$ cat config.mk
export PLATFORM = sky130hd
export DESIGN_NAME = adc_snap_capture_ctrl_flat
export DESIGN_NICKNAME = d
export VERILOG_FILES = /design/src/rtl/adc_snap_capture_ctrl_if.sv /design/src/rtl/adc_snap_capture_ctrl.sv /design/src/flat_wrapper.sv
export SDC_FILE = /design/constraint.sdc
export NUM_CORES = 1
export LEC_CHECK = 0
export BUFFER_PORTS_ARGS = -buffer_cell sky130_fd_sc_hd__buf_2
export CAP_MARGIN = 25
export CORE_MARGIN = 2
export CORE_UTILIZATION = 45
export DETAILED_ROUTE_END_ITERATION = 16
export GPL_ROUTABILITY_DRIVEN = 1
export GPL_TIMING_DRIVEN = 0
export MAX_ROUTING_LAYER = met4
export PLACE_DENSITY = 0.76
export SYNTH_ARGS = -nofsm -noshare
export SYNTH_HDL_FRONTEND = slang
export SYNTH_SLANG_ARGS = --single-unit
export TNS_END_PERCENT = 10
$ cat constraint.sdc
create_clock -name user_clk -period 6.13 [get_ports user_clk]
set_clock_uncertainty 0.05 [all_clocks]
set_input_delay 1.226 -clock user_clk [delete_from_list [all_inputs] [get_ports user_clk]]
set_output_delay 1.226 -clock user_clk [all_outputs]
set_load 0.01 [all_outputs]
$ cat src/rtl/adc_snap_capture_ctrl_if.sv
`default_nettype none
// =============================================================================
// Module : adc_snap_capture_ctrl_if
// Brief  : Control, ADC stream, BRAM write port and status bundle for the
//          snapshot capture controller.
// Rev    : 1.0  initial release
// =============================================================================
interface adc_snap_capture_ctrl_if #(
    parameter int DATA_WIDTH = 64,
    parameter int ADDR_WIDTH = 10
);
    logic [31:0]           ctrl_in;
    logic [DATA_WIDTH-1:0] adc_data;
    logic                  adc_valid;
    logic                  ext_trig;
    logic [ADDR_WIDTH-1:0] bram_addr;
    logic [DATA_WIDTH-1:0] bram_data;
    logic                  bram_we;
    logic [31:0]           status_out;

    modport master (
        output ctrl_in, adc_data, adc_valid, ext_trig,
        input  bram_addr, bram_data, bram_we, status_out
    );

    modport slave (
        input  ctrl_in, adc_data, adc_valid, ext_trig,
        output bram_addr, bram_data, bram_we, status_out
    );
endinterface
`default_nettype wire

$ cat src/rtl/adc_snap_capture_ctrl.sv
`default_nettype none
// =============================================================================
// Module : adc_snap_capture_ctrl
// Brief  : Arms on a control-register edge, waits for an immediate/external/
//          software trigger and writes a fixed-depth ADC burst into BRAM.
// Rev    : 1.0  initial release
// =============================================================================
module adc_snap_capture_ctrl #(
    parameter int DATA_WIDTH = 64,
    parameter int ADDR_WIDTH = 10
) (
    input  wire logic              user_clk,
    input  wire logic              user_rst,
    adc_snap_capture_ctrl_if.slave bus
);

    localparam int CNT_W = ADDR_WIDTH + 1;
    localparam logic [CNT_W-1:0] LAST_ADDR = {1'b0, {ADDR_WIDTH{1'b1}}};
    localparam logic [CNT_W-1:0] CNT_ONE   = {{ADDR_WIDTH{1'b0}}, 1'b1};

    typedef enum logic [1:0] {
        ST_IDLE    = 2'd0,
        ST_ARMED   = 2'd1,
        ST_CAPTURE = 2'd2,
        ST_DONE    = 2'd3
    } state_t;

    state_t r_state, w_state_nxt;

    // Edge-detected bits (arm, soft_trig) reset high so a level held through
    // reset is not mistaken for a fresh 0->1 transition on release.
    logic [3:0]            r_q1;
    logic [1:0]            r_q2;        // {soft_trig, arm}
    logic [CNT_W-1:0]      r_count, w_count_nxt;
    logic [11:0]           r_cap_cnt, w_cap_cnt_nxt;
    logic                  r_done, w_done_nxt;
    logic                  w_we_nxt;
    logic                  r_we;
    logic [ADDR_WIDTH-1:0] r_addr;
    logic [DATA_WIDTH-1:0] r_data;
    logic [31:0]           r_status;
    logic [15:0]           w_count_field;

    logic w_arm_pulse;
    logic w_soft_pulse;
    logic w_trig_sel;
    logic w_abort;
    logic w_unused_ctrl;

    assign w_arm_pulse   = r_q1[0] & ~r_q2[0];
    assign w_soft_pulse  = r_q1[2] & ~r_q2[1];
    assign w_trig_sel    = r_q1[1];
    assign w_abort       = r_q1[3];
    assign w_unused_ctrl = ^bus.ctrl_in[31:4];

    generate
        if (CNT_W >= 16) begin : g_count_trunc
            assign w_count_field = r_count[15:0];
        end else begin : g_count_zext
            assign w_count_field = {{(16-CNT_W){1'b0}}, r_count};
        end
    endgenerate

    always_comb begin
        w_state_nxt   = r_state;
        w_count_nxt   = r_count;
        w_cap_cnt_nxt = r_cap_cnt;
        w_done_nxt    = r_done;
        w_we_nxt      = 1'b0;

        if (w_abort) begin
            w_state_nxt = ST_IDLE;
            w_done_nxt  = 1'b0;
        end else if (w_arm_pulse) begin
            w_state_nxt = ST_ARMED;
            w_count_nxt = '0;
            w_done_nxt  = 1'b0;
        end else begin
            case (r_state)
                ST_ARMED: begin
                    if (!w_trig_sel || bus.ext_trig || w_soft_pulse) begin
                        w_state_nxt = ST_CAPTURE;
                    end
                end
                ST_CAPTURE: begin
                    if (bus.adc_valid) begin
                        w_we_nxt    = 1'b1;
                        w_count_nxt = r_count + CNT_ONE;
                        // Last address: the final write and DONE land on the same edge.
                        if (r_count == LAST_ADDR) begin
                            w_state_nxt   = ST_DONE;
                            w_done_nxt    = 1'b1;
                            w_cap_cnt_nxt = r_cap_cnt + 12'd1;
                        end
                    end
                end
                default: begin
                end
            endcase
        end
    end

    always_ff @(posedge user_clk) begin
        if (user_rst) begin
            r_q1      <= 4'b0101;
            r_q2      <= 2'b11;
            r_state   <= ST_IDLE;
            r_count   <= '0;
            r_cap_cnt <= '0;
            r_done    <= 1'b0;
            r_we      <= 1'b0;
            r_addr    <= '0;
            r_data    <= '0;
            r_status  <= '0;
        end else begin
            r_q1      <= bus.ctrl_in[3:0];
            r_q2      <= {r_q1[2], r_q1[0]};
            r_state   <= w_state_nxt;
            r_count   <= w_count_nxt;
            r_cap_cnt <= w_cap_cnt_nxt;
            r_done    <= w_done_nxt;
            r_we      <= w_we_nxt;
            if (w_we_nxt) begin
                r_addr <= r_count[ADDR_WIDTH-1:0];
                r_data <= bus.adc_data;
            end
            r_status  <= {r_done, (r_state == ST_CAPTURE), (r_state == ST_ARMED),
                          1'b0, r_cap_cnt, w_count_field};
        end
    end

    assign bus.bram_we    = r_we;
    assign bus.bram_addr  = r_addr;
    assign bus.bram_data  = r_data;
    assign bus.status_out = r_status;

endmodule
`default_nettype wire

$ cat src/flat_wrapper.sv
// flat-port wrapper written by rule: the top's interface ports become plain ports
module adc_snap_capture_ctrl_flat 
#(
    parameter int DATA_WIDTH = 64,
    parameter int ADDR_WIDTH = 10
)
  (user_clk, user_rst, bus_ctrl_in, bus_adc_data, bus_adc_valid, bus_ext_trig, bus_bram_addr, bus_bram_data, bus_bram_we, bus_status_out);
  adc_snap_capture_ctrl_if #(.DATA_WIDTH(DATA_WIDTH), .ADDR_WIDTH(ADDR_WIDTH)) bus_i ();
  input  wire logic user_clk;
  input  wire logic user_rst;
  input wire logic [$bits(bus_i.ctrl_in)-1:0] bus_ctrl_in;
  input wire logic [$bits(bus_i.adc_data)-1:0] bus_adc_data;
  input wire logic [$bits(bus_i.adc_valid)-1:0] bus_adc_valid;
  input wire logic [$bits(bus_i.ext_trig)-1:0] bus_ext_trig;
  output wire logic [$bits(bus_i.bram_addr)-1:0] bus_bram_addr;
  output wire logic [$bits(bus_i.bram_data)-1:0] bus_bram_data;
  output wire logic [$bits(bus_i.bram_we)-1:0] bus_bram_we;
  output wire logic [$bits(bus_i.status_out)-1:0] bus_status_out;
  assign bus_i.ctrl_in = bus_ctrl_in;
  assign bus_i.adc_data = bus_adc_data;
  assign bus_i.adc_valid = bus_adc_valid;
  assign bus_i.ext_trig = bus_ext_trig;
  assign bus_bram_addr = bus_i.bram_addr;
  assign bus_bram_data = bus_i.bram_data;
  assign bus_bram_we = bus_i.bram_we;
  assign bus_status_out = bus_i.status_out;
  adc_snap_capture_ctrl #(.DATA_WIDTH(DATA_WIDTH), .ADDR_WIDTH(ADDR_WIDTH)) u_core (.user_clk(user_clk), .user_rst(user_rst), .bus(bus_i));
endmodule
== Yosys cells after proc, flatten, opt, wreduce, memory -nomap -nowiden ==
Cells that the tools add are included.

* Add/subtract/negate cells: 2
* Multipliers: 0
* Div/mod/pow operators: 0
* Order comparisons: 0
* Equal/unequal tests: 9
* Shift operators: 0
* Multiplexer cells: 12
* Bitwise operators: 6
* Reduce and logical (&&, ||, !) cells: 14

{| class="wikitable"
|+ Operators by type and width
! operator !! number
|-
| $mux W11 || 3
|-
| $add A12 B1 Y12 const B || 1
|-
| $add A11 B1 Y11 const B || 1
|-
| $eq A11 B10 Y1 const B || 1
|-
| $reduce_and A4 Y1 || 2
|-
| $mux W2 || 3
|-
| $ne A3 B1 Y1 const B || 2
|-
| $reduce_and A3 Y1 || 2
|-
| $reduce_bool A2 Y1 || 3
|-
| $mux W1 || 5
|-
| $reduce_and A5 Y1 || 1
|-
| $ne A2 B1 Y1 const B || 2
|-
| $not A1 Y1 || 4
|-
| $pmux W2 S2 || 1
|-
| $ne A3 B2 Y1 const B || 1
|-
| $reduce_bool A3 Y1 || 1
|-
| $reduce_or A3 Y1 || 1
|-
| $and A1 B1 Y1 || 2
|-
| $eq A2 B1 Y1 const B || 1
|-
| $eq A2 B2 Y1 const B || 1
|-
| $logic_or A1 B1 Y1 || 2
|-
| $ne A2 B2 Y1 const B || 1
|-
| $reduce_or A2 Y1 || 1
|-
| $logic_not A1 Y1 || 1
|}

* Register bits: 139
* Bits in latches: 0
* RAM bits: 0
* Bits in read-only memories: 0
* Bits of input ports: 100
* Output and inout port bits: 107
* Word-level logic and storage cells: 55
* Memories: 0

== Logic depth before layout (Yosys ltp) ==
* Word-level depth: 6
* Depth in mapped cells: 9
* Gate-level depth less buffers: 6

== Least setup slack after synthesis ==
OpenSTA, ideal clock, no wires.

* Path kind: input-to-reg
* Start point: in bus_adc_valid
* End point: reg u_core.r_data[30] (netlist: u_core.bus.bram_data[30])
* Library setup time: 0.070 ns
* Data arrival time: 2.471 ns
* Required time: 6.010 ns
* Path slack: 3.539 ns
* Cell stages on the path: 7
* Buffers on the path: 3
* Cell sequence: and3b_1 -> nand2_1 -> clkbuf_1 -> clkbuf_1 -> buf_1 -> nand2_1 -> a21oi_1

* Word-level cells in the longest chain between the ends: 4

{| class="wikitable"
|+ RTL lines
! element !! RTL line !! text
|-
| start, declared || flat_wrapper.sv:13 || <nowiki>input wire logic [$bits(bus_i.adc_valid)-1:0] bus_adc_valid;</nowiki>
|-
| $mux W1 || adc_snap_capture_ctrl.sv:86 || <nowiki>if (bus.adc_valid) begin</nowiki>
|-
| $mux W1 || adc_snap_capture_ctrl.sv:79 || <nowiki>case (r_state)</nowiki>
|-
| $mux W1 || adc_snap_capture_ctrl.sv:74 || <nowiki>end else if (w_arm_pulse) begin</nowiki>
|-
| $mux W1 || adc_snap_capture_ctrl.sv:71 || <nowiki>if (w_abort) begin</nowiki>
|-
| end signal, assigned || adc_snap_capture_ctrl.sv:125 || <nowiki>r_data <= bus.adc_data;</nowiki>
|-
| end, declared || adc_snap_capture_ctrl.sv:40 || <nowiki>logic [DATA_WIDTH-1:0] r_data;</nowiki>
|}

No other way between the ends.
A chain may end at the register's enable or synchronous reset.

== Worst setup path in the final report ==
* Start point: in bus_adc_valid
* End point: reg u_core.r_data[38] (netlist: u_core.bus.bram_data[38])

The elaborated chain is that of the path after synthesis.

==> flow_metrics.py <==
metrics = {
    "outcome": {
        "status": "complete, no violations",
    },
    "critical_path": {
        "worstPathRequired_ns": 6.50,
        "r2r-start": "u_core.r_state[0]",
        "r2r_cells": 9,
        "cp_max_fo": 10,
        "cp.arrival_ns": 3.22,
        "regToRegSetupSlack_ns": 3.41,
        "rr_endpoint": "u_core.bus.bram_data[38]",
        "crit_path_start_kind": "input pin",
        "criticalPathCategory": "in -> reg",
        "critPathCaptureType": "flip-flop",
    },
    "die": {
        "ios": 207,
        "dieArea_um2": 11500,
        "core_area_um2": 10300,
        "die_w_um": 107,
        "rows": 37,
        "start_util_pct": 46.4,
        "die_h_um": 107,
    },
    "grt": {
        "grt_pass1_vias": 4356,
        "gr-usage-all-layers_pct": 22.7,
        "grt_max_degree": 17,
        "grt_pass1_wl_um": 20200,
        "antenna_found_initial": 0,
        "grt_overflow_total": 0,
    },
    "timing": {
        "whs_ns": 0.398,
        "worst_pin_slew_ns": 0.591,
        "max-slew-margin-rel_pct": 60.6,
        "drv_slew": 0,
        "fmax_ghz": 0.351,
        "setup_viol": 0,
        "hold_violations": 0,
        "finalCriticalPeriod_ns": 2.85,
        "rsz0062_at_grt": "false",
        "fin_crit_sh_pct": 46.5,
        "finalSetupTns_ns": 0,
    },
    "place": {
        "dp_hpwl_um": 9020,
        "routabilityCongestion": 0.850,
        "portBuffers": 172,
    },
    "synthesis": {
        "synth-async-reset-ratio_pct": 0,
        "syn-cell-area_um2": 4790,
        "ys_ff_latch": 133,
        "yosys_warnings": 0,
        "yosysSeqAreaShare_pct": 55.5,
        "netlist_instances": 555,
        "synthFlopType": "dfxtp_1",
        "synth_cell_types": 46,
        "synth.avg_cell_area_um2": 8.64,
        "synth_edf_count": 0,
    },
    "drt": {
        "drc": 0,
        "first_pass_iters": 5,
        "drt_wl_total_um": 12400,
        "ant_nets": 0,
        "vias_per_cell": 4.92,
        "wl_per_cell_um": 13.7,
        "first_iter_violations": 180,
        "num_vias": 4436,
    },
    "clock_tree": {
        "cts_buffers": 17,
        "cts-htree-levels": 4,
        "postCtsSetupRepairBufs": 0,
        "hold_buffers": 0,
        "post_cts_resized": 0,
        "cts_tree": "yes",
        "clk_path_buf_depth": 2,
        "cts_root_buf": "clkbuf_8",
        "clk_latency_ns": 0.50,
        "path_clk_slew_ns": 0.06,
        "clock_sinks": 133,
    },
    "power_and_ir_drop": {
        "power_leakage_nw": 2.77,
        "ir_drop_uv": 183,
        "powerDensity_nw_per_um2": 311,
        "finalPower_w": 0.00201,
    },
    "finish": {
        "nFillCells": 926,
        "nets": 856,
        "seq_area_um2": 2660,
        "syn_to_final_growth_pct": 34.9,
        "diodes": 0,
        "multi_input_area_um2": 1940,
        "layout-drive-gt1-share_pct": 29.7,
    },
    "min_path": {
        "holdPathEnd": "u_core.r_q2[1]",
        "worstHoldStart": "u_core.r_q1[2]",
        "hold_path_depth": 1,
        "hold_path.class": "reg -> reg",
    },
    "run": {
        "maxCapViolCount": 0,
    },
}
-- layout by cell type, fill, tap and decap left out, drive strengths merged, types with 7 or more instances in the layout --
| master | instances |
|---|---|
| inv | 7 |
| nand2 | 156 |
| nor3 | 10 |
| nand3 | 11 |
| buf | 185 |
| dfxtp | 133 |
| a21oi | 82 |
| nor2b | 29 |
| mux2 | 8 |
| nor2 | 13 |
| clkbuf | 47 |
-- per-stage QoR --
stage | cell area [µm²] | setup WS [ns] | util (%) | std cells
finish | 6470 | 3.28 | 62.6 | 901
global route | 6470 | 3.11 | 62.6 | 901
CTS | 6470 | 3.28 | 62.6 | 901
detailed placement | 5850 | 2.77 | 56.6 | 869
global placement | 5840 | 2.85 | 56.6 | 868
floorplan | 4810 | 3.54 | - | 560
-- cell families after synthesis --
logic type               Yosys count  synth area share [%]
AO/OA/AOI/OAI                    108                  12.6
other                              1                0.0782
AND/OR/NAND/NOR                  252                  24.0
flip-flops                       133                  55.5
multiplexers                       9                  2.09
XOR/XNOR                           2                 0.366
buffers and inverters             46                  4.28
adder cells (fa/ha/maj)            4                  1.04
-- worst max path at each step --
stage / cells past startpoint / endpoint / startpoint / slack [ns]
global route: 8 / u_core.bus.bram_data[38] / bus_adc_valid / 3.11
global placement: 8 / u_core.bus.bram_data[32] / bus_adc_valid / 2.85
CTS: 8 / u_core.bus.bram_data[38] / bus_adc_valid / 3.28
detailed placement: 8 / u_core.bus.bram_data[38] / bus_adc_valid / 2.77
finish: 8 / u_core.bus.bram_data[38] / bus_adc_valid / 3.28
floorplan: 7 / u_core.bus.bram_data[30] / bus_adc_valid / 3.54
-- cell usage after synthesis (all sizes together), types with 8 or more instances --
cell | count | area, µm²
mux2 | 8 | 90.1
a21oi | 82 | 410
nand3 | 11 | 60.1
clkbuf | 29 | 109
nand2 | 156 | 586
nor3 | 10 | 50.1
nor2b | 29 | 181
buf | 12 | 77.6
dfxtp | 133 | 2660
nor2 | 13 | 48.8
-- routing by layer --
| metal | wire [µm] | GRT usage (%) | share of wire [%] | vias up |
|---|---|---|---|---|
| met5 | 0 | - | 0 | - |
| met4 | 174 | 8.07 | 1.4 | 0 |
| met3 | 721 | 5.53 | 5.8 | 15 |
| met2 | 6160 | 38.1 | 50 | 149 |
| met1 | 5310 | 26.5 | 43 | 2042 |
| li1 | - | - | - | 2230 |
-- state kept, by name, summed over array words and instances (netlist names) --
| signal | count |
|---|---|
| u_core.bus.bram_data | 64 |
| u_core.bus.bram_addr | 10 |
| u_core.bus.status_out | 26 |
| u_core.r_cap_cnt | 12 |
| u_core.bus.bram_we | 1 |
| u_core.r_count | 11 |
| u_core.r_q1 | 4 |
| u_core.r_q2 | 2 |
| u_core.r_done | 1 |
| u_core.r_state | 2 |
-- worst max-delay path, stage by stage --
cell	delay (ns)
buf_2	0.12
and3b_1	0.18
nand2_1	0.11
clkbuf_1	0.46
clkbuf_1	0.44
buf_1	0.39
nand2_1	0.10
a21oi_1	0.18
-- final cells by class --
cell class | count | share of cell area [%]
buffer | 41 | 2.88
clock buffer | 18 | 6.46
clock inverter | 14 | 3.11
inverter | 5 | 0.290
multi-input combinational | 381 | 30.1
sequential | 133 | 41.2
tap | 136 | 2.63
timing repair buffer | 173 | 13.4
-- power breakdown --
group	switching [W]	internal [W]	leakage, nW
combinational	0.0000478	0.0000355	1.40
clock	0.000382	0.000665	0.296
sequential	0.00000487	0.000873	1.07
Power figures use the tool's default switching activity.
